$ cat src/rtl/instr_mem_loader.sv
// ---------------------------------------------------------------------------
// instr_mem_loader
//
// Boot-time writer for a word-addressed instruction memory. A byte stream
// (valid/ready) carries a 16-bit little-endian word count N followed by N
// little-endian 32-bit words. Each assembled word is emitted as a single
// write pulse. The core is held in reset until the whole image is loaded.
//
// Ports:
//   clk       system clock, rising edge
//   rst       synchronous active-high reset
//   start     one-cycle pulse, begins a load from IDLE or DONE
//   s_valid   byte stream valid
//   s_data    byte stream data
//   s_ready   loader accepts s_data this cycle (registered, state only)
//   we        memory write enable, one pulse per in-range word
//   waddr     byte address of the word being written (word aligned)
//   wdata     assembled instruction word
//   core_rst  high holds the core in reset (low only in DONE)
//   done      load finished
//   err       declared word count exceeded DEPTH
// ---------------------------------------------------------------------------
module instr_mem_loader #(
    parameter int unsigned DEPTH     = 1024,
    parameter logic [31:0] BASE_ADDR = 32'h0000_0000
) (
    input  logic        clk,
    input  logic        rst,
    input  logic        start,
    input  logic        s_valid,
    input  logic [7:0]  s_data,
    output logic        s_ready,
    output logic        we,
    output logic [31:0] waddr,
    output logic [31:0] wdata,
    output logic        core_rst,
    output logic        done,
    output logic        err
);

    typedef enum logic [2:0] {
        S_IDLE,
        S_LEN_LO,
        S_LEN_HI,
        S_BYTES,
        S_WRITE,
        S_DONE
    } state_t;

    state_t      state_q, state_d;
    logic [1:0]  byte_cnt_q, byte_cnt_d;
    logic [15:0] word_cnt_q, word_cnt_d;
    logic [15:0] len_q, len_d;
    logic        s_ready_q, s_ready_d;
    logic        we_q, we_d;
    logic [31:0] waddr_q, waddr_d;
    logic [31:0] wdata_q, wdata_d;
    logic        core_rst_q, core_rst_d;
    logic        done_q, done_d;
    logic        err_q, err_d;

    logic        accept;
    logic [15:0] len_full;
    logic [15:0] word_cnt_inc;
    logic [31:0] wdata_shift;

    assign accept       = s_valid & s_ready_q;
    assign len_full     = {s_data, len_q[7:0]};
    assign word_cnt_inc = word_cnt_q + 16'd1;

    // Incoming byte lands in the lane selected by byte_cnt; other lanes hold.
    generate
        for (genvar gi = 0; gi < 4; gi++) begin : g_lane
            assign wdata_shift[gi*8 +: 8] = (byte_cnt_q == 2'(gi)) ? s_data
                                                                   : wdata_q[gi*8 +: 8];
        end
    endgenerate

    always_comb begin
        state_d    = state_q;
        byte_cnt_d = byte_cnt_q;
        word_cnt_d = word_cnt_q;
        len_d      = len_q;
        we_d       = 1'b0;
        waddr_d    = waddr_q;
        wdata_d    = wdata_q;
        err_d      = err_q;

        case (state_q)
            S_IDLE, S_DONE: begin
                if (start) begin
                    state_d    = S_LEN_LO;
                    byte_cnt_d = 2'd0;
                    word_cnt_d = 16'd0;
                    len_d      = 16'd0;
                    err_d      = 1'b0;
                end
            end
            S_LEN_LO: begin
                if (accept) begin
                    len_d[7:0] = s_data;
                    state_d    = S_LEN_HI;
                end
            end
            S_LEN_HI: begin
                if (accept) begin
                    len_d[15:8] = s_data;
                    if (len_full == 16'd0) begin
                        state_d = S_DONE;
                    end else begin
                        state_d = S_BYTES;
                        err_d   = (32'(len_full) > DEPTH);
                    end
                end
            end
            S_BYTES: begin
                if (accept) begin
                    wdata_d    = wdata_shift;
                    byte_cnt_d = byte_cnt_q + 2'd1;
                    if (byte_cnt_q == 2'd3) begin
                        // Address and enable are registered here so they are
                        // valid for the whole WRITE cycle.
                        state_d = S_WRITE;
                        we_d    = (32'(word_cnt_q) < DEPTH);
                        waddr_d = BASE_ADDR + {14'd0, word_cnt_q, 2'b00};
                    end
                end
            end
            S_WRITE: begin
                word_cnt_d = word_cnt_inc;
                state_d    = (word_cnt_inc == len_q) ? S_DONE : S_BYTES;
            end
            default: state_d = S_IDLE;
        endcase
    end

    // Status outputs are registered copies of the next state so they line up
    // with the state they describe.
    always_comb begin
        s_ready_d  = (state_d == S_LEN_LO) || (state_d == S_LEN_HI) || (state_d == S_BYTES);
        core_rst_d = (state_d != S_DONE);
        done_d     = (state_d == S_DONE);
    end

    always_ff @(posedge clk) begin
        if (rst) begin
            state_q    <= S_IDLE;
            byte_cnt_q <= 2'd0;
            word_cnt_q <= 16'd0;
            len_q      <= 16'd0;
            s_ready_q  <= 1'b0;
            we_q       <= 1'b0;
            waddr_q    <= 32'd0;
            wdata_q    <= 32'd0;
            core_rst_q <= 1'b1;
            done_q     <= 1'b0;
            err_q      <= 1'b0;
        end else begin
            state_q    <= state_d;
            byte_cnt_q <= byte_cnt_d;
            word_cnt_q <= word_cnt_d;
            len_q      <= len_d;
            s_ready_q  <= s_ready_d;
            we_q       <= we_d;
            waddr_q    <= waddr_d;
            wdata_q    <= wdata_d;
            core_rst_q <= core_rst_d;
            done_q     <= done_d;
            err_q      <= err_d;
        end
    end

    assign s_ready  = s_ready_q;
    assign we       = we_q;
    assign waddr    = waddr_q;
    assign wdata    = wdata_q;
    assign core_rst = core_rst_q;
    assign done     = done_q;
    assign err      = err_q;

endmodule

$ cat config.mk
export PLATFORM = sky130hd
export DESIGN_NAME = instr_mem_loader
export DESIGN_NICKNAME = d
export VERILOG_FILES = /design/src/rtl/instr_mem_loader.sv
export SDC_FILE = /design/constraint.sdc
export NUM_CORES = 1
export LEC_CHECK = 0
export CAP_MARGIN = 20
export CORE_MARGIN = 4
export CORE_UTILIZATION = 57
export CTS_CLUSTER_DIAMETER = 50
export DETAILED_ROUTE_END_ITERATION = 16
export DONT_BUFFER_PORTS = 1
export GPL_TIMING_DRIVEN = 0
export HOLD_SLACK_MARGIN = 0.15
export PLACE_DENSITY = 0.82
export SYNTH_ARGS = -nofsm -noshare
export SYNTH_HDL_FRONTEND = slang
export SYNTH_SLANG_ARGS = --single-unit
$ cat constraint.sdc
create_clock -name clk -period 2.3 [get_ports clk]
set_input_delay 0.575 -clock clk [delete_from_list [all_inputs] [get_ports clk]]
set_output_delay 0.575 -clock clk [all_outputs]
set_load 0.01 [all_outputs]
==> metrics <==
status completed; CTS clock-pin slew for the worst setup and hold paths 0.10 ns; CP endpoint kind register; first-pass GRT wire length 18390 um; dominant synthesized flop cell dfxtp_1; Avg Cell Area, Syn 7.859 um^2; Worst Path Class, Setup reg2reg; die width 95.48 um; Power Density 587.0 nW/um^2; antenna violations before repair 0; TNS Setup 0 ns; Final Hold Viols 0; post-synth cell types 60; sequential power share 55.1%; Slew @ Worst Pin 0.6364 ns; DP Area 4542 um^2; MaxCap Viol Count 0; total design power 2870 uW; storage element area 1809 um^2; Port Buf Inserts 0; Final nets 604; Clock Tree Buf Depth 2; HPWL after detailed placement 8437 um; Synth Register Bits 90; Total Routing Usage GR 26.38%; max-slew violations 0; RePlAce Congestion 0.9681; ANT nets after route 0; largest net degree at the start of global routing 19; drt wl/cell 17.05 um; HP Start s_data[0]; most frequent cell after synthesis nand2_1; reg-to-reg startpoint word_cnt_q[9]; Layout area overhead 12.08%; Skew-Pair Late Insertion Delay 0.38 ns; DR vias 4046; vias in the first global route 3710; CTS tree yes; fin crit period 2.203 ns; Via density 5.855; fraction of layout cells with a size suffix above 1 12.84%; WL final 11780 um; Pint 2067 uW; Tcrit/Tclk final 95.76%; root buffer cell clkbuf_8; share of synthesized registers carrying an async set or reset 0%; Inserted Diodes 0; Mapped Area 4362 um^2; Final Skew 0.01050 ns; hold slack final 0.3175 ns; Comb pwr share 7.6%; fmax 0.4540 GHz; Sw Pwr 802.9 uW; CP required 2.57 ns; Clk pwr share 37.3%; Fill cells 615; Slew headroom 57.58%; register area share after synthesis 41.31%; commonest cells in the netlist 107 x nand2_1, 90 x dfxtp_1, 81 x a21oi_1; Sw Ratio 27.98%; core area 7331 um^2; Worst Hold Class in2reg; CTS H-tree lvls 3; row count 31; crit start category register; DRT iter0 DRCs 259; CP Max Fanout 10; CTS sink count 90; Static Leakage 0.001725 uW; Cells after Synth 555; Multi-input gate area 2352 um^2; chip height 95.48 um; die area 9115 um^2; Final setup viols 0; peak supply drop 0.5235 mV; cts bufs inserted 9; EDFF count, synth 0; effective utilization at floorplan 59.50%; # DRC 0; Arr. time, crit path 2.47 ns; design area 4888 um^2; total gr overflow 0; worst setup path start word_cnt_q[9]; top cell type's share of synthesized area 41.31%; Yosys top cell by area dfxtp_1; Ports 81; RSZ-0062 raised after global routing no; first-pass detailed-route iteration total 8; number of synthesis warnings 0; ranking of synthesized cells by area dfxtp_1 41%, a21oi_1 9.3%, nand2_1 9.2%, nand3_1 4.4%, buf_4 3.6%
-- worst max-delay path, stage by stage (launching register included) --
cell,delay [ns]
dfxtp_1,0.33
buf_6,0.14
or3b_1,0.38
a2111o_1,0.41
o311a_1,0.15
nor4_4,0.30
a31oi_4,0.15
or2_1,0.24
-- per-layer routing --
metal  up-vias  share of wire [%]  routed length [um]  global-route usage (%)
met5         -                  0                   0                       0
met4         0                2.4                 284                   7.701
met3        22                9.3                1099                   7.419
met2       188                 48                5645                   44.90
met1      1883                 40                4752                   32.47
li1       1953                  -                   -                       -
-- stage by stage --
step                      worst slack, ns  cells  util [%]
final                             0.09745    691     66.68
after floorplan                    0.1586    570         -
after global routing             0.003856    691     66.68
after CTS                         0.01704    685     65.20
after detailed placement          -0.3882    669     61.96
after global placement            -0.2934    669     61.96
-- final cells by class --
class                   instances  area share (%)
multi-input cells             414           48.12
flip-flops and latches         90           37.01
plain buffers                  61           6.911
clock buffers                   9           2.534
well taps                      99           2.534
clock inverters                 7           1.485
repair buffers                  8           1.177
inverters                       3          0.2304
-- registers in the layout, indices dropped and copies added (netlist names), 2 cells and up --
signal      count
word_cnt_q     16
wdata          32
state_q         3
len_q          16
byte_cnt_q      2
waddr          16
-- cells by family (layout without fill, tap and decap cells) --
| group | count (synthesis) | in the layout | share of synthesized area [%] |
|---|---|---|---|
| AOI/OAI and AO/OA | 128 | 128 | 17.21 |
| xor gates and xnor gates | 20 | 20 | 4.332 |
| adders and majority gates | 5 | 5 | 1.434 |
| buffers and inverters | 66 | 88 | 7.946 |
| DFF | 90 | 90 | 41.31 |
| muxes | 2 | 2 | 0.4590 |
| other | 1 | 16 | 0.08598 |
| and+or+nand+nor | 243 | 243 | 27.22 |
-- cells in the final DEF (no fill, tap or decap), types with 3 or more instances in the layout --
| cell | instances |
|---|---|
| nand2_1 | 107 |
| dfxtp_1 | 88 |
| a21oi_1 | 80 |
| nand3_1 | 38 |
| nor2_1 | 37 |
| buf_4 | 28 |
| clkbuf_1 | 27 |
| conb_1 | 16 |
| a22oi_1 | 10 |
| xnor2_1 | 9 |
| xor2_1 | 9 |
| clkbuf_8 | 9 |
| buf_2 | 8 |
| and3_1 | 7 |
| nand4_1 | 7 |
| nand2b_1 | 6 |
| o21ai_1 | 6 |
| o21ai_0 | 6 |
| nor4_1 | 6 |
| nor3_1 | 4 |
| nand3b_1 | 4 |
| a31oi_1 | 4 |
| a311oi_1 | 4 |
| ha_1 | 4 |
| and2_1 | 3 |
| clkbuf_4 | 3 |
-- worst paths after layout --
| path | slack, ns | endpoint | cells after the start |
|---|---|---|---|
| worst min register to register | 0.48 | len_q[10] | 2 |
| worst max-delay path | 0.1 | core_rst | 7 |
| worst max register to register | 0.1 | core_rst | 7 |
| worst min-delay path | 0.32 | wdata[24] | 2 |
-- power groups by stage --
stage / combinational, uW / sequential, uW / clock (uW)
2_1_floorplan: 163 / 1620 / 0
3_3_place_gp: 200 / 1620 / 0
3_5_place_dp: 206 / 1620 / 0
4_1_cts: 209 / 1580 / 1080
5_1_grt: 241 / 1580 / 1150
6_report: 218 / 1580 / 1070
-- timing repair --
| action | CTS | global route |
|---|---|---|
| pin swaps | 1 | 8 |
| buffers inserted | 0 | 8 |
| endpoints found under the hold margin | 0 | 0 |
| hold buffers | 0 | 0 |
| gates resized for setup | 9 | 15 |
| setup endpoints to repair | 64 | 51 |
| gates cloned | 0 | 0 |
(Power assumes the default switching activity.)
